--- config.mk ---
export PLATFORM = sky130hd
export DESIGN_NAME = codificador_hamming_tx
export DESIGN_NICKNAME = d
export VERILOG_FILES = /design/src/rtl/codificador_hamming_tx.sv
export SDC_FILE = /design/constraint.sdc
export NUM_CORES = 1
export LEC_CHECK = 0
export ABC_AREA = 1
export CELL_PAD_IN_SITES_DETAIL_PLACEMENT = 0
export CELL_PAD_IN_SITES_GLOBAL_PLACEMENT = 1
export CORE_UTILIZATION = 40
export CTS_CLUSTER_SIZE = 10
export DETAILED_ROUTE_END_ITERATION = 8
export PLACE_DENSITY = 0.81
export SKIP_LAST_GASP = 1
export SYNTH_ARGS = -nofsm -noshare
export SYNTH_HDL_FRONTEND = slang
export SYNTH_SLANG_ARGS = --single-unit
--- constraint.sdc ---
create_clock -name clk -period 4 [get_ports clk]
set_input_delay 1.2 -clock clk [delete_from_list [all_inputs] [get_ports clk]]
set_output_delay 1.2 -clock clk [all_outputs]
set_load 0.01 [all_outputs]
--- src/rtl/codificador_hamming_tx.sv ---
// Extended Hamming(8,4) SECDED encoder with optional single-bit error injection
// and a UART-style serialiser (start, 8 codeword bits LSB first, stop).
module codificador_hamming_tx #(
  parameter int unsigned DIV_BAUDIO = 4,
  parameter int unsigned ANCHO_DIV  = 16
) (
  input  logic       clk,
  input  logic       rst_n,
  input  logic [3:0] conmutador_4,
  input  logic [3:0] pos_error_iny,
  input  logic       dato_valido,
  output logic       listo,
  output logic       tx,
  output logic [7:0] palabra_cod,
  output logic       fin_trama
);

  typedef enum logic [1:0] {REPOSO, INICIO, DATOS, PARADA} estado_t;

  // The final stop-bit cycle is spent in REPOSO (tx=1, listo=1, fin_trama=1),
  // so PARADA itself only covers the first DIV_BAUDIO-1 cycles of the stop bit.
  localparam int unsigned FIN_PARADA = (DIV_BAUDIO > 1) ? DIV_BAUDIO - 2 : 0;
  localparam logic [ANCHO_DIV-1:0] ULT_PER    = ANCHO_DIV'(DIV_BAUDIO - 1);
  localparam logic [ANCHO_DIV-1:0] ULT_PARADA = ANCHO_DIV'(FIN_PARADA);

  estado_t              estado;
  logic [ANCHO_DIV-1:0] cnt_per;
  logic [2:0]           cnt_bit;
  logic [7:0]           sr;
  logic [7:0]           cw_base;
  logic [7:0]           mascara;
  logic [7:0]           cw_in;
  logic                 fin_per;

  always_comb begin
    cw_base    = '0;
    cw_base[0] = conmutador_4[0] ^ conmutador_4[1] ^ conmutador_4[3];
    cw_base[1] = conmutador_4[0] ^ conmutador_4[2] ^ conmutador_4[3];
    cw_base[2] = conmutador_4[0];
    cw_base[3] = conmutador_4[1] ^ conmutador_4[2] ^ conmutador_4[3];
    cw_base[4] = conmutador_4[1];
    cw_base[5] = conmutador_4[2];
    cw_base[6] = conmutador_4[3];
    cw_base[7] = ^cw_base[6:0];
  end

  always_comb begin
    mascara = '0;
    for (int unsigned i = 0; i < 8; i++) begin
      if (pos_error_iny == 4'(i + 1)) mascara[i] = 1'b1;
    end
    cw_in = cw_base ^ mascara;
  end

  assign fin_per = (cnt_per == ULT_PER);

  always_ff @(posedge clk or negedge rst_n) begin
    if (!rst_n) begin
      estado      <= REPOSO;
      tx          <= 1'b1;
      palabra_cod <= '0;
      fin_trama   <= 1'b0;
      listo       <= 1'b1;
      cnt_per     <= '0;
      cnt_bit     <= '0;
      sr          <= '0;
    end else begin
      fin_trama <= 1'b0;
      case (estado)
        REPOSO: begin
          if (dato_valido && listo) begin
            sr          <= cw_in;
            palabra_cod <= cw_in;
            tx          <= 1'b0;
            cnt_per     <= '0;
            cnt_bit     <= '0;
            listo       <= 1'b0;
            estado      <= INICIO;
          end
        end
        INICIO: begin
          if (fin_per) begin
            cnt_per <= '0;
            cnt_bit <= '0;
            tx      <= sr[0];
            estado  <= DATOS;
          end else begin
            cnt_per <= cnt_per + 1'b1;
          end
        end
        DATOS: begin
          if (fin_per) begin
            cnt_per <= '0;
            if (cnt_bit == 3'd7) begin
              cnt_bit <= '0;
              tx      <= 1'b1;
              if (DIV_BAUDIO == 1) begin
                fin_trama <= 1'b1;
                listo     <= 1'b1;
                estado    <= REPOSO;
              end else begin
                estado <= PARADA;
              end
            end else begin
              cnt_bit <= cnt_bit + 3'd1;
              sr      <= {1'b0, sr[7:1]};
              tx      <= sr[1];
            end
          end else begin
            cnt_per <= cnt_per + 1'b1;
          end
        end
        PARADA: begin
          if (cnt_per == ULT_PARADA) begin
            cnt_per   <= '0;
            fin_trama <= 1'b1;
            listo     <= 1'b1;
            estado    <= REPOSO;
          end else begin
            cnt_per <= cnt_per + 1'b1;
          end
        end
        default: estado <= REPOSO;
      endcase
    end
  end

endmodule

### Yosys cells after proc, flatten, opt, wreduce, memory -nomap -nowiden

Cells that the tools add are included.

| storage, ports and cells | value |
|---|---|
| register bits | 40 |
| input bits | 11 |
| output and inout bits | 11 |
| logic and storage cells | 85 |

| operators by class | value |
|---|---|
| add/sub/neg operators | 2 |
| eq/ne operators | 20 |
| mux-type cells | 36 |
| bitwise gates (word level) | 7 |
| reduce and logical (&&, ||, !) cells | 12 |

Operator list:

| operator | number |
|---|---|
| $mux 16 | 3 |
| $pmux 16 s3 | 1 |
| $eq 16x2->1 const B | 2 |
| $mux 8 | 3 |
| $add 16x1->16 const B | 1 |
| $eq 4x3->1 const B | 4 |
| $pmux 8 s2 | 1 |
| $mux 1 | 15 |
| $mux 3 | 4 |
| $ne 2x2->1 const B | 6 |
| $mux 2 | 5 |
| $pmux 3 s3 | 1 |
| $eq 4x2->1 const B | 2 |
| $pmux 2 s4 | 1 |
| $reduce_and 4->1 | 2 |
| $xor 8x8->8 | 1 |
| $reduce_xor 7->1 | 1 |
| $xor 1x1->1 | 6 |
| $reduce_and 5->1 | 1 |
| $eq 2x2->1 const B | 2 |
| $eq 4x1->1 const B | 1 |
| $eq 4x4->1 const B | 1 |
| $reduce_bool 2->1 | 2 |
| $add 3x1->3 const B | 1 |
| 10 further kinds | 10 |

### Longest topological paths before layout

| depth | value |
|---|---|
| depth after elaboration | 6 |
| mapped depth | 10 |

### Worst setup path after synthesis

No wires, ideal clock.

| path | value |
|---|---|
| kind | input port to flip-flop |
| start | in pos_error_iny[1] |
| end | reg sr[4] |
| library setup time | 0.121 ns |
| arrival time | 1.894 ns |
| data required time | 3.879 ns |
| path slack | 1.985 ns |
| stages | 7 |
| path buffers | 1 |
| path through | buf_2 inv_1 nand2_1 o21ai_0 nand3_1 o21ai_0 o21ai_1 |

| on the way | value |
|---|---|
| longest elaborated chain between the ends | 5 |

Ends and longest elaborated chain:

| what | RTL line | text |
|---|---|---|
| start, declared | 10 | `input logic [3:0] pos_error_iny,` |
| $eq 4x3->1 | 50 | `if (pos_error_iny == 4'(i + 1)) mascara[i] = 1'b1;` |
| $mux 1 | 50 |  |
| $xor 8x8->8 | 52 | `cw_in = cw_base ^ mascara;` |
| $mux 8 | 71 | `if (dato_valido && listo) begin` |
| $pmux 8 s2 | 69 | `case (estado)` |
| end signal, assigned | 72 | `sr <= cw_in;` |
| end signal, assigned | 106 | `sr <= {1'b0, sr[7:1]};` |
| end, declared | 29 | `logic [7:0] sr;` |

No other way between the ends. The select of a mux whose other input is x is not followed.
A chain may end at the register's enable or synchronous reset.

### Worst setup path after layout

| path | value |
|---|---|
| start | reg listo |
| end | out listo |

RTL lines:

| what | RTL line | text |
|---|---|---|
| start, declared | 12 | `output logic listo,` |
| start signal, assigned | 63 | `listo <= 1'b1;` |
| start signal, assigned | 77 | `listo <= 1'b0;` |
| start signal, assigned | 99 | `listo <= 1'b1;` |

No word-level cell between the ends.

==> flow_summary.ini <==
[run_status]
status = finished clean

[floorplan]
start_util = 0.423
rows = 28
fp.dieW_um = 82.0
die_h_um = 82.0
dieArea_sq_mm = 0.00673
ios = 22
core-area_sq_mm = 0.00606

[logic_synthesis]
synth_compound_area_frac = 0.102
synth-seq-cells = 40
synthMuxAreaShare = 0
synth-adder-area-share = 0.0488
synth.avg_cell_area_sq_um = 7.20
syn_nets = 377
synth_warnings = 0
postSynthCellCount = 356
synth-xor-area-share = 0.0239
yosysSeqAreaShare = 0.392
synth_top_family_by_area = simple AND/OR/NAND/NOR gates
synth-simple-area-share = 0.373
ys_types = 30
syn_area_sq_mm = 0.00256

[clocking]
worstSkewPairLatency_ns = 0.30
numCtsBuffers = 5
cts_tree = done
cts_root_buffer = clkbuf_8
cts_max_level = 2
clkSlewWorstSetupHoldPaths_ns = 0.09
cts_resized = 0
postCtsHoldBufs = 0
cts.sinks = 40
post_cts_buffers = 0
clock_path_buffers = 2

[global_route]
overflow = 0
antenna_found_initial = 0
grt_pass1_wl_mm = 9.96
grt_pass1_vias = 2160
grt.total_usage = 0.195
grt_start_max_net_pins = 41

[job]
maxCapViolCount = 0

[placed_design]
dp_slack_ns = 1.10
placed_cell_area_sq_mm = 0.00281
io_buffers = 21
dp_hpwl_mm = 4.35
placed_cells = 444
gp_congestion = 0.869

[layout]
drive_above_1_share = 0.0928
final_cells = 452
design_area_sq_mm = 0.00293
n_antenna_cell = 0
syn_to_final_growth_pct = 14.2
nets = 397

[detailed_routing]
vias_per_cell = 5.04
drt_iter0_markers = 103
drc = 0
vias = 2276
ant_nets = 0
routed_wl_mm = 5.79
firstDrtPassIters = 4
wire_per_inst_um = 12.8

[sta]
slew_headroom = 0.401
rsz0062_at_grt = false
finalMaxSlewViolations = 0
fmax_ghz = 0.376
setup_slack_ns = 1.34
period_share = 0.665
fin_skew_ns = 0.00929
hold_viol_final = 0
fin_tns_setup_ns = 0
final.min_clock_period_ns = 2.66
tightest_slew_ns = 0.899
holdWs_ns = 0.481
finalSetupViolCount = 0

[worst_setup_path]
required_ns = 2.80
crit_chain = clkdlybuf4s50_1
slowest_delay_ns = 0.61
critical_path_buf_inv_count = 1
path_class = reg -> out
crit_arrival_ns = 1.46
start_kind = flip-flop
endpoint_kind = primary output
crit_family = flip-flops
crit_path_top_delay_cell = dfstp_2
worstPathMaxFanout = 4

[pwr]
power_density_mw_per_mm2 = 275
cellLeakagePower_nw = 1.52
vdd_ir_drop_max_v = 0.000226

[worst_hold_path]
hold_path_class = reg -> reg
per-stage QoR:
| step | power (W) | util |
|---|---|---|
| 5_1_grt | 0.000831 | 0.483 |
| 3_5_place_dp | 0.000465 | 0.464 |
| 6_report | 0.000804 | 0.483 |
| 2_1_floorplan | 0.000438 | - |
| 4_1_cts | 0.000811 | 0.483 |
| 3_3_place_gp | 0.000465 | 0.464 |
sequential cells by signal (all words and copies together), names as in the netlist:
signal and count:
cnt_bit 3, cnt_per 16, estado 2, fin_trama 1, listo 1, palabra_cod 8
sr 8, tx 1
metal layers:
metal  vias up  part of all wire  global-route usage
li1       1184                 -                   -
met1      1041              0.47               0.238
met2        37              0.48               0.337
met3        14             0.027              0.0367
met4         0             0.022              0.0702
met5         -                 0                   0
worst paths after layout:
path                         endpoint      start  slack (ns)  cells past startpoint
hold reg to reg                 sr[6]      sr[6]        0.48                      2
max in group asynchronous       sr[2]      rst_n        2.41                      1
min in group asynchronous  cnt_per[0]      rst_n        1.02                      1
hold / removal                  sr[6]      sr[6]        0.48                      2
setup reg to reg                sr[2]  estado[1]        1.94                      9
setup / recovery                listo      listo        1.34                      1
cell type report:
type	count	area, sq um
inverter	28	105
fill	605	3130
multi-input combinational	280	1400
timing repair buffer	21	205
clock inverter	3	47.5
tap	75	93.8
clock buffer	5	68.8
sequential	40	1000
cells in the final DEF, fill, tap and decap left out, types with 7 or more instances in the layout:
master           synthesis  final
nor2_1                  34     34
nand3_1                 27     27
inv_1                   27     27
nand2_2                  7      7
o21ai_0                 18     18
o21ai_2                  7      7
ha_1                    10     10
dfrtp_1                 38     38
nand2_1                132    132
nand4_1                 11     11
clkdlybuf4s50_1          0     20
where the power goes:
part           switching [W]  leakage [nW]  total (W)  internal (W)
Clock               0.000159        0.0583   0.000347      0.000188
Combinational      0.0000347         0.986  0.0000526     0.0000179
Sequential                 0         0.473   0.000404      0.000404
Total               0.000194          1.52   0.000804      0.000610
synthesized netlist by cell type (all sizes together):
library cell  number  area, sq um
nand3             27          135
nand3b             1         7.51
and2               1         6.26
inv               28          105
or2                2         12.5
o21a               3         22.5
xor2               4         35.0
clkbuf             1         3.75
xnor2              3         26.3
nand4             11         68.8
o21ai             28          166
dfstp              2         52.6
ha                10          125
buf                7         47.5
nor2              39          169
o2111ai            1         8.76
a21oi              6         41.3
nand2            140          551
nor3               1         5.00
o21bai             3         22.5
dfrtp             38          951
kinds of logic (layout without fill, tap and decap cells):
family / Yosys count / in the layout
xor gates and xnor gates: 7 / 7
buffers and inverters: 36 / 57
and+or+nand+nor: 222 / 222
adders and majority gates: 10 / 10
DFF: 40 / 40
AOI/OAI and AO/OA: 41 / 41
Note: power is estimated with default switching activity, not from simulation.
==> RTL edit 1, RTL diff (same flow settings) <==
`ANCHO_DIV`: 16 -> 32.
--- a/src/rtl/codificador_hamming_tx.sv
+++ b/src/rtl/codificador_hamming_tx.sv
@@ -3,5 +3,5 @@
 module codificador_hamming_tx #(
   parameter int unsigned DIV_BAUDIO = 4,
-  parameter int unsigned ANCHO_DIV  = 16
+  parameter int unsigned ANCHO_DIV  = 32
 ) (
   input  logic       clk,
Formal check against the unedited RTL: no difference found for any inputs over 10 cycles, from zero or initial values and one cycle with rst_n low; that may be too few to reach the edited logic, so the function may still have changed.
==> RTL edit 1 against the unedited design <==
- area after synthesis rose by 34%
- fmax fell by 2.1%
- first-iteration DRC count rose by 7.8%
- synthesized cell count rose by 37%
- cell area rose by 32%
- sequential cell count rose by 16
- die area rose by 33%
- clock skew fell by 4.7 ps
- power rose by 23%
- worst setup slack got worse by 57 ps
- combinational power barely moved
- routed wire length rose by 35%
- final cell count rose by 37%
- critical path type is now primary input to flop
- largest cell class unchanged
==> RTL edit 1: results (changes against the unedited design) <==
| Metric | Value |
|---|---|
| Run status | `completed (unchanged)` |
| Largest net degree at the start of global routing | `26 (was 41)` |
| DR vias/cell | `4.95 (was 5.04)` |
| Critical-path top delay cell | `clkdlybuf4s50_1 (was dfstp_2)` |
| DRT Pass-1 Iters | `4 (unchanged)` |
| Top post-synthesis cells by area | `dfrtp_1 39%, nand2_1 17%, nor2_1 11%, xor2_1 6.1%, nand3_1 5.5% (was dfrtp_1 37%, nand2_1 19%, nand3_1 5.3%, nor2_1 5.0%, ha_1 4.9%)` |
| Gate Count Post-Synth | `486 (was 356)` |
| Synth unique cells | `29 (was 30)` |
| Largest regs | `cnt_per x32, palabra_cod x8, sr x8 (was cnt_per x16, palabra_cod x8, sr x8)` |
| Syn nets | `506 (was 377)` |
| Placer Congestion | `0.853 (was 0.869)` |
| Setup Slack @ Placement | `961 ps (was 1100 ps)` |
| Static Leak | `1.83 nW (was 1.52 nW)` |
| Setup Skew | `4.63 ps (was 9.29 ps)` |
| Slew at the pin closest to its max-slew limit | `567 ps (was 899 ps)` |
| Flop2flop setup slack | `1850 ps (was 1940 ps)` |
| CP Data Arrival Time | `2960 ps (was 1460 ps)` |
| Share of layout cells above drive strength 1 | `0.0409 (was 0.0928)` |
| Most frequent cells after synthesis | `154 x nand2_1, 99 x nor2_1, 54 x dfrtp_1 (was 132 x nand2_1, 38 x dfrtp_1, 34 x nor2_1)` |
| DP Area | `3760 sq um (was 2810 sq um)` |
| Worst hold endpoint | `sr[1] (was sr[6])` |
| Fill count | `879 (was 605)` |
| Final net count | `532 (was 397)` |
| Critical Path Max Stage Delay | `450 ps (was 610 ps)` |
| Vias | `3057 (was 2276)` |
| Post-DP HPWL | `6090 um (was 4350 um)` |
| First-pass GRT wire length | `13800 um (was 9960 um)` |
| GRT Total Usage | `0.195 (about the same)` |
| Inst Count DP | `610 (was 444)` |
| Crit path max fanout | `6 (was 4)` |
RTL edit 1: tightest hold or removal path, stage by stage, from the launching register on:
cell,delay [ps]
dfrtp_1,360
nand2_1,50
nand2_1,50
RTL edit 1: logic make-up after synthesis:
group / share of synthesized area
flip-flops: 0.409
XOR/XNOR: 0.0740
AND/OR/NAND/NOR: 0.377
buffers and inverters: 0.0598
adder cells (fa/ha/maj): 0.0328
AO/OA/AOI/OAI: 0.0474
RTL edit 1: per-layer routing:
| layer | wire length [um] | GRT usage | vias up |
|---|---|---|---|
| met3 | 216 | 0.0266 | 7 |
| met5 | 0 | 0 | - |
| met2 | 3800 | 0.336 | 35 |
| met4 | 56 | 0.0379 | 0 |
| li1 | - | - | 1574 |
| met1 | 3750 | 0.260 | 1441 |
RTL edit 1: layout make-up:
class	instances	area, sq um	area share
multi-input cells	380	1820	0.471
flip-flops and latches	56	1400	0.363
repair buffers	26	243	0.0627
inverters	43	161	0.0417
well taps	105	131	0.0340
clock buffers	6	72.6	0.0188
clock inverters	2	35.0	0.00906
RTL edit 1: how the worst max path moves through the flow:
stage	startpoint	end	slack, ps	cells past startpoint
global route	dato_valido	cnt_per[29]	1100	9
CTS	dato_valido	cnt_per[29]	1290	9
floorplan	dato_valido	cnt_per[18]	1780	8
global placement	dato_valido	palabra_cod[2]	990	6
detailed placement	dato_valido	cnt_per[29]	960	9
finish	dato_valido	cnt_per[29]	1280	9
RTL edit 1: report_power, final:
part	internal, mW	switching [mW]
Clock	0.186	0.185
Sequential	0.566	0
Combinational	0.0191	0.0336
==> RTL edit 2, RTL diff (same settings) <==
Made on the original files. Re-encode `estado_t` (4 values) as one-hot, 4 bits wide.
--- a/src/rtl/codificador_hamming_tx.sv
+++ b/src/rtl/codificador_hamming_tx.sv
@@ -16,5 +16,5 @@
 );
 
-  typedef enum logic [1:0] {REPOSO, INICIO, DATOS, PARADA} estado_t;
+  typedef enum logic [3:0] {REPOSO = 4'b0001, INICIO = 4'b0010, DATOS = 4'b0100, PARADA = 4'b1000} estado_t;
 
   // The final stop-bit cycle is spent in REPOSO (tx=1, listo=1, fin_trama=1),
Function: no difference found for any inputs over 10 cycles, from zero or initial values and one cycle with rst_n low; not proved beyond that.
==> RTL edit 2 against the unedited design <==
- worst setup slack improved by 51 ps
- power is 11% higher
- first-iteration DRC count rose by 43%
- cell area up 4.1%
- sequential cell count is 2 higher
- count of clock-buffer cells in the layout stayed put
- sequential power grew 5.0%
- sequential share of layout area grew 0.32 points
- routed wire length is 7.2% higher
- register-to-register slack worse by 60 ps
- area after synthesis increased by 3.5%
- largest cell class unchanged
==> RTL edit 2: results (changes against the unedited design) <==
| Metric | Value |
|---|---|
| Psw | `0.196 mW (was 0.194 mW)` |
| Critical Path Max Stage Delay | `570 ps (was 610 ps)` |
| Post-route setup slack | `1390 ps (was 1340 ps)` |
| Vias in the first global route | `2388 (was 2160)` |
| Seq/Total Area, Yosys | `0.398 (was 0.392)` |
| Met2 WL post-DR | `2990 um (was 2800 um)` |
| Synth unique cells | `29 (was 30)` |
| Vias | `2348 (was 2276)` |
| Static Leak | `1.66 nW (was 1.52 nW)` |
| Pwr dens | `292 nW/um^2 (was 275 nW/um^2)` |
| Hold Startpoint | `tx (was sr[6])` |
| Top post-synthesis cells by area | `dfrtp_1 37%, nand2_1 19%, nand3_1 7.9%, inv_1 5.0%, o21ai_2 4.0% (was dfrtp_1 37%, nand2_1 19%, nand3_1 5.3%, nor2_1 5.0%, ha_1 4.9%)` |
| DR vias/cell | `5.03 (was 5.04)` |
| Met3 WL | `196 um (was 157 um)` |
| Post-DP HPWL | `4580 um (was 4350 um)` |
| Tapcells | `77 (was 75)` |
| Fill count | `669 (was 605)` |
| Register cell area after layout | `1050 sq um (was 1000 sq um)` |
| Run status | `completed (unchanged)` |
| Final net count | `404 (was 397)` |
| Non-Clock Inverter Count | `40 (was 28)` |
| Syn nets | `382 (was 377)` |
| First-pass GRT wire length | `10900 um (was 9960 um)` |
| Non-clock buffers, area share | `0.0673 (was 0.0701)` |
| Crit path max fanout | `3 (was 4)` |
| Worst Hold Slack | `464 ps (was 481 ps)` |
| ClkCell Share | `0.0452 (was 0.0398)` |
| Flop2flop setup slack | `1880 ps (was 1940 ps)` |
| Grt met2 use | `0.324 (was 0.337)` |
| Share of layout cells above drive strength 1 | `0.131 (was 0.0928)` |
| Relative slew slack | `0.364 (was 0.401)` |
| Setup Slack @ Placement | `1140 ps (was 1100 ps)` |
| GRT Total Usage | `0.193 (was 0.195)` |
| Inst Count DP | `459 (was 444)` |
| Largest net degree at the start of global routing | `43 (was 41)` |
| Max IR drop VDD | `0.000230 V (was 0.000226 V)` |
| Initial drt markers | `147 (was 103)` |
| Clock share of power | `0.464 (was 0.432)` |
| Met1 Resource Use GR | `0.252 (was 0.238)` |
| Setup Skew | `13.3 ps (was 9.29 ps)` |
| DP Area | `2910 sq um (was 2810 sq um)` |
RTL edit 2: cell types whose count changed in the layout (fill, tap and decap cells not counted), moves of 3 or more:
cell,unedited run,this run
nand4_1,11,6
nand3_1,27,42
o21ai_0,18,12
a21oi_1,5,1
nor2_1,34,23
o211ai_1,0,7
ha_1,10,4
nand3_2,0,3
xnor2_1,3,0
o21ai_2,7,12
inv_2,1,5
inv_1,27,35
RTL edit 2: path summary, 6_finish.rpt:
path | end | cells after the start
max | listo | 1
min | tx | 2
max reg2reg | cnt_per[2] | 8
min reg2reg | tx | 2
max in group asynchronous | cnt_bit[1] | 1
min in group asynchronous | cnt_per[8] | 1
RTL edit 2: cells by family after synthesis:
| kind of cell | Yosys count | share of synthesized area |
|---|---|---|
| AOI/OAI and AO/OA | 41 | 0.108 |
| buffers and inverters | 46 | 0.0727 |
| and+or+nand+nor | 229 | 0.386 |
| adders and majority gates | 4 | 0.0189 |
| xor gates and xnor gates | 5 | 0.0165 |
| DFF | 42 | 0.398 |
